`src/rtl/ncpu32k_wb_arbiter.sv`:
```
// Write-back arbiter: merges ALU and buffered LSU results onto the register file write port.
// Optional macro NCPU_WB_BYPASS_EN lets an LSU result skip an empty FIFO (1-cycle latency).
module ncpu32k_wb_arbiter #(
  parameter int REG_AW     = 5,
  parameter int DW         = 32,
  parameter int FIFO_AW    = 1,
  parameter int STARVE_MAX = 4
) (
  input  logic              clk,
  input  logic              rst_n,
  input  logic              alu_valid,
  output logic              alu_ready,
  input  logic [REG_AW-1:0] alu_rd_addr,
  input  logic [DW-1:0]     alu_dout,
  input  logic              lsu_valid,
  output logic              lsu_ready,
  input  logic [REG_AW-1:0] lsu_rd_addr,
  input  logic [DW-1:0]     lsu_dout,
  input  logic              wb_flush,
  output logic              regf_we,
  output logic [REG_AW-1:0] regf_din_addr,
  output logic [DW-1:0]     regf_din,
  output logic              wb_pending
);

  localparam int                 DEPTH      = 1 << FIFO_AW;
  localparam logic [FIFO_AW:0]   COUNT_FULL = (FIFO_AW+1)'(DEPTH);
  localparam logic [FIFO_AW:0]   COUNT_ONE  = (FIFO_AW+1)'(1);
  localparam logic [FIFO_AW-1:0] PTR_ONE    = FIFO_AW'(1);
  localparam logic [3:0]         STARVE_LIM = 4'(STARVE_MAX);

  logic [REG_AW-1:0]  fifo_addr [DEPTH];
  logic [DW-1:0]      fifo_data [DEPTH];
  logic [FIFO_AW-1:0] rptr, wptr;
  logic [FIFO_AW:0]   count, count_nxt;
  logic [3:0]         cnt, cnt_nxt;

  logic empty, full;
  logic alu_wr, lsu_wr, pop, push, bypass;

  assign empty      = (count == '0);
  assign full       = (count == COUNT_FULL);
  assign lsu_ready  = !full;
  assign alu_ready  = (cnt != STARVE_LIM);
  assign wb_pending = !empty;

  // r0 results are accepted but never reach the port or the FIFO.
  assign alu_wr = alu_valid && alu_ready && (alu_rd_addr != '0);
  assign lsu_wr = lsu_valid && lsu_ready && (lsu_rd_addr != '0);
  assign pop    = !alu_wr && !empty;

`ifdef NCPU_WB_BYPASS_EN
  assign bypass = !alu_wr && empty && lsu_wr;
`else
  assign bypass = 1'b0;
`endif

  assign push = lsu_wr && !bypass && !wb_flush;

  always_comb begin
    // NOTE: every signal assigned in always_comb gets a default first so no latch is inferred.
    count_nxt = count;
    if (wb_flush) begin
      count_nxt = '0;
    end else begin
      unique case ({push, pop})
        2'b10:   count_nxt = count + COUNT_ONE;
        2'b01:   count_nxt = count - COUNT_ONE;
        default: count_nxt = count;
      endcase
    end
  end

  // A pop or an empty FIFO means nothing is starving; saturate otherwise.
  always_comb begin
    cnt_nxt = cnt;
    if (wb_flush || empty || pop) cnt_nxt = '0;
    else if (cnt != STARVE_LIM)   cnt_nxt = cnt + 4'd1;
  end

  // NOTE: FIFO storage has no reset; only pointers and count define what is valid.
  always_ff @(posedge clk) begin
    if (push) begin
      fifo_addr[wptr] <= lsu_rd_addr;
      fifo_data[wptr] <= lsu_dout;
    end
  end

  // NOTE: sequential state uses non-blocking assignments so all flops update together at the edge.
  always_ff @(posedge clk or negedge rst_n) begin
    if (!rst_n) begin
      rptr  <= '0;
      wptr  <= '0;
      count <= '0;
      cnt   <= '0;
    end else begin
      count <= count_nxt;
      cnt   <= cnt_nxt;
      if (wb_flush) begin
        rptr <= '0;
        wptr <= '0;
      end else begin
        if (push) wptr <= wptr + PTR_ONE;
        if (pop)  rptr <= rptr + PTR_ONE;
      end
    end
  end

  // Address/data hold their last value when no source is selected.
  always_ff @(posedge clk or negedge rst_n) begin
    if (!rst_n) begin
      regf_we       <= 1'b0;
      regf_din_addr <= '0;
      regf_din      <= '0;
    end else if (alu_wr) begin
      regf_we       <= 1'b1;
      regf_din_addr <= alu_rd_addr;
      regf_din      <= alu_dout;
    end else if (pop) begin
      regf_we       <= 1'b1;
      regf_din_addr <= fifo_addr[rptr];
      regf_din      <= fifo_data[rptr];
    end else if (bypass) begin
      regf_we       <= 1'b1;
      regf_din_addr <= lsu_rd_addr;
      regf_din      <= lsu_dout;
    end else begin
      regf_we       <= 1'b0;
    end
  end

endmodule

```
`config.mk`:
```
export PLATFORM = sky130hd
export DESIGN_NAME = ncpu32k_wb_arbiter
export DESIGN_NICKNAME = d
export VERILOG_FILES = /design/src/rtl/ncpu32k_wb_arbiter.sv
export SDC_FILE = /design/constraint.sdc
export NUM_CORES = 1
export LEC_CHECK = 0
export BUFFER_PORTS_ARGS = -buffer_cell sky130_fd_sc_hd__buf_2
export CELL_PAD_IN_SITES_DETAIL_PLACEMENT = 2
export CELL_PAD_IN_SITES_GLOBAL_PLACEMENT = 2
export CORE_MARGIN = 10
export CORE_UTILIZATION = 25
export DETAILED_ROUTE_END_ITERATION = 10
export HOLD_SLACK_MARGIN = 0.12
export PLACE_DENSITY_LB_ADDON = 0.15
export SYNTH_ARGS = -nofsm -noshare
export SYNTH_HDL_FRONTEND = slang
export SYNTH_SLANG_ARGS = --single-unit
```
`constraint.sdc`:
```
create_clock -name clk -period 4.14 [get_ports clk]
set_clock_uncertainty 0.1 [all_clocks]
set_input_delay 0.414 -clock clk [delete_from_list [all_inputs] [get_ports clk]]
set_output_delay 0.414 -clock clk [all_outputs]
set_load 0.005 [all_outputs]
```
Yosys cells after proc, flatten, opt, wreduce, memory -nomap -nowiden. Memories as Yosys holds them, arrays and structs flattened. Index checks and enable logic that the tools add are counted.

Shift operators: 0. Divide/modulo/power cells: 0. Muxes and demuxes: 16. Multipliers: 0. Reductions and logical operators: 20. Bitwise logic cells: 0. Add/subtract/negate cells: 5. Eq/ne operators: 4. Order comparisons: 0.

Operator list (number): 32-bit two-way mux (2); 5-bit two-way mux (2); 5-bit nonzero test (2); 1-bit two-way mux (8); 4-bit two-way mux (2); 2-bit nonzero test (4); 1-bit logical AND (6); 4-bit by 1-bit adder with 4-bit output, second input constant (1); 2-bit == test, second input constant (2); 1-bit zero test (4); 4-bit by 3-bit inequality test with 1-bit output, second input constant (1); 2-bit case mux with 2 select lines (1); 3-bit nonzero test (1); 1-bit adder, second input constant (2); 2-bit by 1-bit adder with 2-bit output, second input constant (1); 2-bit by 1-bit == test with 1-bit output, second input constant (1); 2-bit zero test (1); 1-bit logical OR (2); 2-bit two-way mux (1); 2-bit by 1-bit subtractor with 2-bit output, second input constant (1).

Bits in latches: 0. Memory bits (read-only): 0. Memories: 2. Bits in writable memories: 74. Register bits after elaboration: 46. Bits of input ports: 79.

Memory list: fifo_data (words 2, bits a word 32, rd ports 1, clocked after memory_dff 0, wr ports 1, RTL line 33) `logic [DW-1:0] fifo_data [DEPTH];`; fifo_addr (words 2, bits a word 5, rd ports 1, clocked after memory_dff 0, wr ports 1, RTL line 32) `logic [REG_AW-1:0] fifo_addr [DEPTH];`.

Logic depth before layout (Yosys ltp). Gate-level depths: netlist (run 1).

Word-level depth: 8. Mapped depth: 9.

Least setup slack after synthesis (run 1). Ideal clock, no wire load.

Kind: register to register. From: register count[0]. To: memory fifo_addr[1][0], enable pin. Data arrival time: 3.477 ns. Buffers on the path: 0. Library setup time: 0.485 ns. Path slack: 0.078 ns. Stages on the path, launching flop included: 4. Cells stage by stage: dfrtp_1 -> nand2b_1 -> o211ai_1 -> nor3b_1.

Longest elaborated chain between the ends: 7.

RTL lines: start: declaration (RTL line 35) `logic [FIFO_AW:0] count, count_nxt;`; start signal: assignment (RTL line 97) `count <= count_nxt;`; 2-bit == test (RTL line 42) `assign full = (count == COUNT_FULL);`; 1-bit zero test (RTL line 43) `assign lsu_ready = !full;`; named net lsu_ready (RTL line 16) `output logic lsu_ready,`; 1-bit logical AND (2 in series) (RTL line 49) `assign lsu_wr = lsu_valid && lsu_ready && (lsu_rd_addr != '0);`; 1-bit logical AND (RTL line 58) `assign push = lsu_wr && !bypass && !wb_flush;`; 1-bit two-way mux (RTL line 83) `if (push) begin`; 1-bit two-way mux (implied by the code) (RTL line 84) `fifo_addr[wptr] <= lsu_rd_addr;`; end: declaration (RTL line 32).

The timed path passes the listed nets, and every way through them passes these cells.

Final worst setup path (run 1).
From: register cnt[0]. To: register count[0].

Longest elaborated chain between the ends: 8.

RTL lines: start: declaration (RTL line 36) `logic [3:0] cnt, cnt_nxt;`; start signal: assignment (RTL line 98) `cnt <= cnt_nxt;`; 4-bit by 3-bit inequality test with 1-bit output (*) (RTL line 44) `assign alu_ready = (cnt != STARVE_LIM);`; 1-bit logical AND (*) (2 in series) (RTL line 48) `assign alu_wr = alu_valid && alu_ready && (alu_rd_addr != '0);`; 1-bit zero test (*) (RTL line 50) `assign pop = !alu_wr && !empty;`; 1-bit logical AND (*) (RTL line 50); 2-bit by 1-bit == test with 1-bit output or 2-bit == test (tied branches) (RTL line 66) `unique case ({push, pop})`; 2-bit case mux with 2 select lines (RTL line 66); 2-bit two-way mux (RTL line 63) `if (wb_flush) begin`.

Mark *: on every way between the ends. The rest lies on a longest branch, timed or not. A chain may end at the register's enable or synchronous reset.

==> impl_metrics.tcl, run 1 <==
set metrics [dict create \
    status "completed" \
    startpoint "cnt[0]" \
    rsz0062_at_grt "false" \
    grt_pass1_vias 4279 \
    period_minus_slack_ns 2.91 \
    syn_avg_cell_area_sq_um 12.8 \
    num_rows 50 \
    grt_max_degree 48 \
    synth-async-reset-ratio_pct 38.3 \
    grt_usage_pct 12.1 \
    worstPathRequired_ns 4.33 \
    p_leak_uw 0.00275 \
    drive_above_1_share_pct 28.0 \
    regToRegEndpoint "count[0]" \
    floorplan.initialDensity_pct 25.5 \
    cp_slowest_stage_delay_ns 0.89 \
    min_period_over_period_pct 70.2 \
    worstHoldStart "alu_rd_addr[3]" \
    clkTransAtPathRegs_ns 0.05 \
    syn_inst 371 \
    fin_setup_tns_ns 0 \
    final_common_cell "buf_2" \
    slew_viol_final 0 \
    gp_congestion 0.699 \
    netlist_top_cells_area "edfxtp_1 47%, dfrtp_1 24%, mux2i_1 7.8%" \
    path_cells "inv_1, ha_1, nand3b_1, o211a_2, buf_4, a21oi_1, o31a_1" \
    met2_usage_pct 21.2 \
    antenna_left 0 \
    min_path_cells 3 \
    ys_ff_latch 120 \
    dieWidth_microns 158 \
    place_area_sq_um 5630 \
    final_cell_mix "119 x buf_2, 74 x edfxtp_1, 65 x dlygate4sd3_1" \
    synth_top_area_share_pct 46.7 \
    cts.sinks 120 \
    drtPass1Iterations 4 \
    fmax_ghz 0.344 \
    core_area_sq_um 18700 \
    r2r_start "cnt[0]" \
    synth_ff_type "edfxtp_1" \
    clock_path_buffers 2 \
    insertion_delay_ns 0.41 \
    worst_pin_slew_ns 0.998 \
    antenna_found_initial 1 \
    critPathCaptureType "flop" \
    power_density_nw_per_um2 460 \
    worstSetupPathType "reg -> reg" \
    hold_path_end "regf_din_addr[3]" \
    dieArea_sq_um 25000 \
    drv_cap 0 \
    synth.distinct_cells 28 \
    die_h_microns 158 \
    drc 0 \
    regArea_sq_um 3370 \
    multi_input_area_sq_um 1280 \
    syn_area_sq_um 4760 \
    wirelength_mm 14.5 \
    worst_ep_arrival_time_ns 3.10 \
    yosysTopAreaCell "edfxtp_1" \
    grt.busiest_layer "met2" \
    min_path_type "in -> reg" \
    synth-edff-count 74 \
    ff2ff_setup_slack_ns 1.23 \
    use_met3_pct 4.56 \
    grt_remaining_overflow 0 \
    htreeDepth 4 \
    vias 3575 \
    slew_headroom_pct 33.4 \
    syn2layout_area_growth_pct 43.6 \
    finalInstanceArea_sq_um 6840 \
    portBuffers 119 \
    critPathLaunchType "flop" \
    nets 642 \
    r2r_cells 7 \
    wl_per_cell_microns 17.9 \
    setup_viol 0 \
    yosysSeqAreaShare_pct 70.8 \
    n_fill_cell 1997 \
    cts_tree "yes" \
    grt_pass1_wl_mm 22.8 \
    dp_hpwl_mm 9.39 \
    cts_buffers 17 \
    mappedNetlistNets 452 \
    ir_worst_vdd_v 0.000294 \
    finalHoldViolCount 0 \
    io_pins 120 \
    via_per_inst 4.42 \
    dr.first_iter.drc_count 111 \
    cpMaxStageDelayCell "o211a_2" \
    clockRootBuffer "clkbuf_16" \
    cp_max_fo 47 \
    use_met1_pct 13.3 \
    yosysWarnings 0 \
]
==> layer usage <==
| metal | share of wire (%) | routed length, microns | up-vias |
|---|---|---|---|
| li1 | - | - | 1709 |
| met1 | 42 | 6060 | 1775 |
| met2 | 52 | 7540 | 85 |
| met3 | 5.8 | 841 | 6 |
| met4 | 0.52 | 76 | 0 |
| met5 | 0 | 0 | - |
==> what timing repair did <==
item                      4_1_cts  5_1_grt
hold buffers                   65        0
setup buffers                   0        0
gates resized for setup         0        0
hold endpoints to repair      146        0
==> cells by family (layout without fill, tap and decap cells) <==
logic type | Yosys count | in the layout | synth area share (%)
muxes | 37 | 37 | 7.78
DFF | 120 | 120 | 70.8
other | 0 | 1 | 0
AOI/OAI and AO/OA | 86 | 86 | 9.46
buffers and inverters | 27 | 230 | 2.60
and+or+nand+nor | 97 | 97 | 8.46
xor gates and xnor gates | 2 | 2 | 0.368
adders and majority gates | 2 | 2 | 0.525
==> critical path, delay by kind of cell, from the launching register on <==
family          cells  cell delay, ns
compound gates      3            1.26
fa+ha+maj           1            0.23
buf+inv             2            0.54
flops               1            0.40
simple gates        1            0.22
==> cell usage after synthesis (2+ instances only) <==
cell,n
nor2_1,46
ha_1,2
nand2b_1,2
nand2_1,35
inv_1,5
o211ai_1,2
mux2i_1,37
a21oi_1,41
nor3_1,2
buf_2,6
or4_1,2
dfrtp_1,46
edfxtp_1,74
clkbuf_1,14
o21ai_0,39
buf_6,2
nand3_1,5
==> cell type report <==
class                      count  share of cell area (%)
clock inverter                 9                    1.08
antenna                        1                  0.0366
inverter                       5                   0.274
clock buffer                  23                    6.99
timing repair buffer         193                    19.2
sequential                   120                    49.4
multi-input combinational    224                    18.8
tap                          234                    4.28
==> state kept, by name, indices dropped and copies added (netlist names) <==
signal	flops
fifo_addr	10
cnt	4
regf_din_addr	5
regf_din	32
count	2
fifo_data	64
rptr	1
wptr	1
regf_we	1
==> where the power goes <==
group	total, uW	leakage, uW	internal (uW)	switching (uW)
clock network	1380	0.000270	864	519
registers	1410	0.00125	1360	45.4
logic	357	0.00123	169	188
total	3150	0.00275	2390	752
==> metrics by stage <==
step	hold WS (ns)	power, uW	instances	utilization [%]	worst slack (ns)
2_1_floorplan	0.0184	1580	371	-	0.0782
3_3_place_gp	0.367	1730	711	30.1	1.43
3_5_place_dp	0.403	1750	711	30.1	1.27
4_1_cts	0.120	3200	808	36.5	1.24
5_1_grt	0.138	3300	808	36.5	0.989
6_report	0.142	3150	809	36.6	1.23
==> worst max path at each step <==
stage	to	slack [ns]
after CTS	count[0]	1.24
after detailed placement	count[0]	1.27
after floorplan	fifo_addr[1][0]	0.08
after global placement	count[0]	1.43
final	count[0]	1.23
after global routing	cnt[0]	0.99
Note: power is estimated with default switching activity, not from simulation.
==> run 2: changes to the inputs <==
clock period = 2.7 ns   (was 4.14 ns; I/O delays follow)
==> run 2 against run 1 <==
Global-route usage down 0.097 points. Setup slack worse by 0.98 ns. Via count up 2.2%.
==> impl_metrics.tcl, run 2 (synthesis gave the netlist of run 1 again) <==
set metrics [dict create \
    ir_worst_vdd_v 0.000409 \
    wirelength_mm 14.5 \
    portBuffers 119 \
    finish.utilization_pct 37.8 \
    period_minus_slack_ns 2.44 \
    path_depth 6 \
    insertedDiodeCount 0 \
    dp_hpwl_mm 10.0 \
    worstPathRequired_ns 2.76 \
    io_pins 120 \
    rsz0062_at_grt "false" \
    worst_pin_slew_ns 0.781 \
    final_common_cell "buf_2" \
    cp_top_family "buffers and inverters" \
    critPathCaptureType "flop" \
    htreeDepth 4 \
    die_h_microns 158 \
    worstSetupPathType "in -> reg" \
    status "completed" \
    grt_max_degree 39 \
    setup_viol 0 \
    dieWidth_microns 158 \
    grt_remaining_overflow 0 \
    clockRootBuffer "clkbuf_16" \
    r2r_cells 6 \
    antenna_found_initial 0 \
    cts_resized 0 \
    clkTransAtPathRegs_ns 0.05 \
    n_fill_cell 1955 \
    cp_slowest_stage_delay_ns 0.57 \
    cp_max_fo 27 \
    power_density_nw_per_um2 695 \
    final_cell_mix "119 x buf_2, 78 x dlygate4sd3_1, 74 x edfxtp_1" \
    grt_pass1_vias 4263 \
    antenna_left 0 \
    drtPass1Iterations 4 \
    drc 0 \
    grt_pass1_wl_mm 22.8 \
    ff2ff_setup_slack_ns 0.29 \
    dr.first_iter.drc_count 61 \
    finalHoldViolCount 0 \
    fmax_ghz 0.409 \
    p_leak_uw 0.00285 \
    r2r_start "cnt[0]" \
    critPathBufInv 3 \
    fin_setup_tns_ns 0 \
    largest-register "fifo_data" \
    top_regs "fifo_data: 64 flops, regf_din: 32 flops, fifo_addr: 10 flops" \
    cpMaxStageDelayCell "dlygate4sd3_1" \
    syn2layout_area_growth_pct 48.6 \
    gp_congestion 0.662 \
    largest_register_ffs 64 \
    regToRegEndpoint "regf_din[9]" \
    via_per_inst 4.42 \
    drive_above_1_share_pct 28.2 \
    cp-endpoint "fifo_addr[0][3]" \
    wl_per_cell_microns 17.5 \
    power.total_uw 4920 \
    startpoint "lsu_rd_addr[3]" \
    cts_tree "yes" \
    grt_usage_pct 12.0 \
    slew_headroom_pct 47.9 \
    num_rows 50 \
    insertion_delay_ns 0.41 \
    clock_path_buffers 2 \
    critPathLaunchType "input port" \
    slew_viol_final 0 \
    min_period_over_period_pct 90.5 \
    min_path_type "in -> reg" \
    nets 661 \
    drv_cap 0 \
    path_cells "dlygate4sd3_1, buf_2, or4_1, o211ai_1, nor3_4, buf_12" \
    worst_ep_arrival_time_ns 2.50 \
    vias 3655 \
    cts.sinks 120 \
    dieArea_sq_um 25000 \
    floorplan.initialDensity_pct 25.5 \
    cts_buffers 17 \
    place_ws_ns 0.151 \
    setup_slack_ns 0.257 \
    core_area_sq_um 18700 \
]
[run 2: changes by cell type in the layout (fill, tap and decap cells not counted), sizes merged]
| cell | previous run | this run |
|---|---|---|
| dlygate4sd3 | 65 | 78 |
| buf | 128 | 134 |
| bufinv | 1 | 2 |
| clkinv | 6 | 5 |
| diode | 1 | 0 |
[run 2: final cells by class]
cell class | instances | area, sq um | share of cell area [%]
flip-flops and latches | 120 | 3370 | 47.7
well taps | 234 | 293 | 4.14
clock inverters | 9 | 100 | 1.41
inverters | 5 | 18.8 | 0.265
multi-input cells | 224 | 1300 | 18.3
repair buffers | 212 | 1530 | 21.6
clock buffers | 23 | 468 | 6.61
[run 2: repair_timing]
action	CTS	global route
hold buffers	78	0
buffers inserted	0	5
endpoints found under the hold margin	127	0
endpoints found under the setup margin	0	21
[run 2: worst min-delay path by stage]
stage | from | to | slack, ns | cells after the start
3_5_place_dp | rst_n | regf_din[30] | 0.13 | 1
3_3_place_gp | rst_n | regf_din[28] | 0.11 | 1
5_1_grt | lsu_valid | count[1] | 0.19 | 4
2_1_floorplan | rst_n | cnt[0] | -0.13 | 0
6_report | lsu_valid | count[1] | 0.19 | 4
4_1_cts | lsu_valid | count[1] | 0.17 | 4
[run 2: power by group]
group | leakage, uW | internal (uW) | switching (uW)
clock network | 0.000277 | 1400 | 789
registers | 0.00125 | 2090 | 67.5
logic | 0.00133 | 286 | 293
[run 2: stage by stage]
step	instance area, sq um	hold slack (ns)	instances
after floorplan	4790	-0.126	371
after global placement	5680	0.106	712
after detailed placement	5680	0.126	712
after CTS	7030	0.173	822
after global routing	7080	0.195	827
final	7080	0.191	827
[run 2: worst min-delay path: stages]
cell      delay (ns)
buf_2           0.11
o21a_1          0.10
nand4b_1        0.07
o211ai_1        0.09
[run 2: metal layers]
metal | GRT usage, % | routed length [microns]
met1 | 13.5 | 6080
met2 | 20.7 | 7440
met3 | 4.48 | 814
met4 | 3.71 | 148
met5 | 0 | 0
==> run 3: changes to the inputs <==
==> constraint.sdc (replaced) <==
create_clock -name clk -period 2.7 [get_ports clk]
set_clock_uncertainty 0.1 [all_clocks]
set_input_delay 0.54 -clock clk [delete_from_list [all_inputs] [get_ports clk]]
set_output_delay 0.54 -clock clk [all_outputs]
set_load 0.005 [all_outputs]
==> run 3 against run 2 <==
Critical endpoint is now fifo_data[1][19]. Sequential power hardly changed. Setup slack worse by 0.0045 ns. Largest cell class unchanged. Cell area is 11% lower. First-iteration DRC count is 57% higher. Via count is 9.1% lower. Wire length is 7.3% lower. Sequential share of layout area is 5.8 points higher. Critical path depth is 1 lower. Global-route usage is 0.91 points lower. Worst hold slack better by 0.023 ns.
==> impl_metrics.tcl, run 3 (synthesis gave the netlist of run 1 again) <==
set metrics [dict create \
    status "completed" \
    slew_headroom_pct 29.1 \
    largest-register "fifo_data" \
    dieWidth_microns 158 \
    antenna_found_initial 3 \
    path_cells "nand2b_1, o211ai_1, buf_4, nor3b_4, buf_12" \
    critPathLaunchType "flop" \
    wl_per_cell_microns 17.9 \
    power.total_uw 4880 \
    dr.first_iter.drc_count 96 \
    cp_slowest_stage_delay_ns 0.88 \
    via_per_inst 4.42 \
    setup_slack_ns 0.253 \
    insertion_delay_ns 0.42 \
    wirelength_mm 13.4 \
    dieArea_sq_um 25000 \
    dp_hpwl_mm 9.62 \
    p_leak_uw 0.00253 \
    gp_congestion 0.695 \
    htreeDepth 4 \
    grt_pass1_wl_mm 21.0 \
    drv_cap 0 \
    clock_path_buffers 2 \
    ir_worst_vdd_v 0.000465 \
    cp_top_family "simple AND/OR/NAND/NOR gates" \
    cts_resized 0 \
    grt_usage_pct 11.1 \
    final_cell_mix "119 x buf_2, 74 x edfxtp_1, 45 x nor2_1, 45 x dfrtp_1, 41 x a21oi_1" \
    clockRootBuffer "clkbuf_16" \
    io_pins 120 \
    largest_register_ffs 64 \
    cpMaxStageDelayCell "nor3b_4" \
    floorplan.initialDensity_pct 25.5 \
    fin_setup_tns_ns 0 \
    slew_viol_final 0 \
    min_path_type "in -> reg" \
    clkTransAtPathRegs_ns 0.05 \
    place_ws_ns -0.102 \
    drtPass1Iterations 4 \
    worst_ep_arrival_time_ns 2.47 \
    worstSetupPathType "reg -> reg" \
    rsz0062_at_grt "false" \
    cts_tree "yes" \
    power_density_nw_per_um2 773 \
    setup_viol 0 \
    core_area_sq_um 18700 \
    fmax_ghz 0.409 \
    syn2layout_area_growth_pct 32.5 \
    finalHoldViolCount 0 \
    worst_pin_slew_ns 1.06 \
    grt_max_degree 43 \
    min_period_over_period_pct 90.6 \
    top_regs "fifo_data: 64 flops, regf_din: 32 flops, fifo_addr: 10 flops" \
    antenna_left 0 \
    critPathBufInv 2 \
    vias 3323 \
    die_h_microns 158 \
    nets 584 \
    final_common_cell "buf_2" \
    cp_max_fo 19 \
    grt_remaining_overflow 0 \
    grt_pass1_vias 3830 \
    cts.sinks 120 \
    period_minus_slack_ns 2.45 \
    hold-worst-slack_ns 0.214 \
    drive_above_1_share_pct 32.0 \
    worstPathRequired_ns 2.72 \
    place_area_sq_um 5710 \
    portBuffers 119 \
    critPathCaptureType "flop" \
    finalInstanceArea_sq_um 6310 \
    drc 0 \
    num_rows 50 \
    cts_buffers 17 \
]
[run 3: changes by cell type in the layout (fill, tap and decap cells not counted)]
cell | previous run | this run
nor3_2 | 0 | 1
clkbuf_8 | 2 | 1
clkinv_1 | 0 | 3
clkbuf_1 | 4 | 3
clkinv_2 | 5 | 4
clkinvlp_4 | 2 | 1
diode_2 | 0 | 2
buf_12 | 3 | 2
bufinv_16 | 2 | 3
dlygate4sd3_1 | 78 | 1
[run 3: layout make-up]
class                           instances  area, sq um
Inverter                                5         18.8
Sequential cell                       120         3370
Multi-Input combinational cell        225         1310
Tap cell                              234          293
Timing Repair Buffer                  134          736
Fill cell                            1993        12400
Clock inverter                         11          129
Clock buffer                           21          450
Antenna cell                            2         5.00
[run 3: timing repair]
item | 4_1_cts | 5_1_grt
hold buffers | 1 | 0
endpoints found under the setup margin | 0 | 12
endpoints found under the hold margin | 21 | 0
buffers inserted | 0 | 0
[run 3: final timing paths]
path,from,to,slack (ns),cells past startpoint
setup / recovery,count[1],fifo_data[1][19],0.25,5
min in group asynchronous,rst_n,regf_din[28],0.56,2
hold / removal,lsu_dout[12],fifo_data[0][12],0.21,1
setup reg to reg,count[1],fifo_data[1][19],0.25,5
hold reg to reg,cnt[0],cnt[0],0.41,1
max in group asynchronous,rst_n,regf_din[4],1.31,3
[run 3: power breakdown]
part | total (uW) | internal [uW] | switching (uW)
registers | 2150 | 2090 | 62.5
logic | 489 | 212 | 277
clock network | 2250 | 1460 | 788
[run 3: worst reg2reg max path, delay by kind of cell (launching register included)]
kind / cells / cell delay (ns)
AOI/OAI and AO/OA: 1 / 0.11
DFF: 1 / 0.44
buffers and inverters: 2 / 0.45
and+or+nand+nor: 2 / 1.04
[run 3: layer usage]
layer  routed length, microns  part of all wire (%)  vias to the layer above  global-route usage, %
met5                       11                 0.082                        -                      0
met2                     6500                    48                       85                   18.0
met1                     5760                    43                     1622                   12.6
li1                         -                     -                     1601                      -
met4                      147                   1.1                        2                   3.93
met3                     1010                   7.5                       13                   5.13
[run 3: stage by stage]
step,utilization (%),cells
after floorplan,-,371
after global placement,30.5,716
after detailed placement,30.5,716
after CTS,33.7,749
after global routing,33.7,750
final,33.7,752
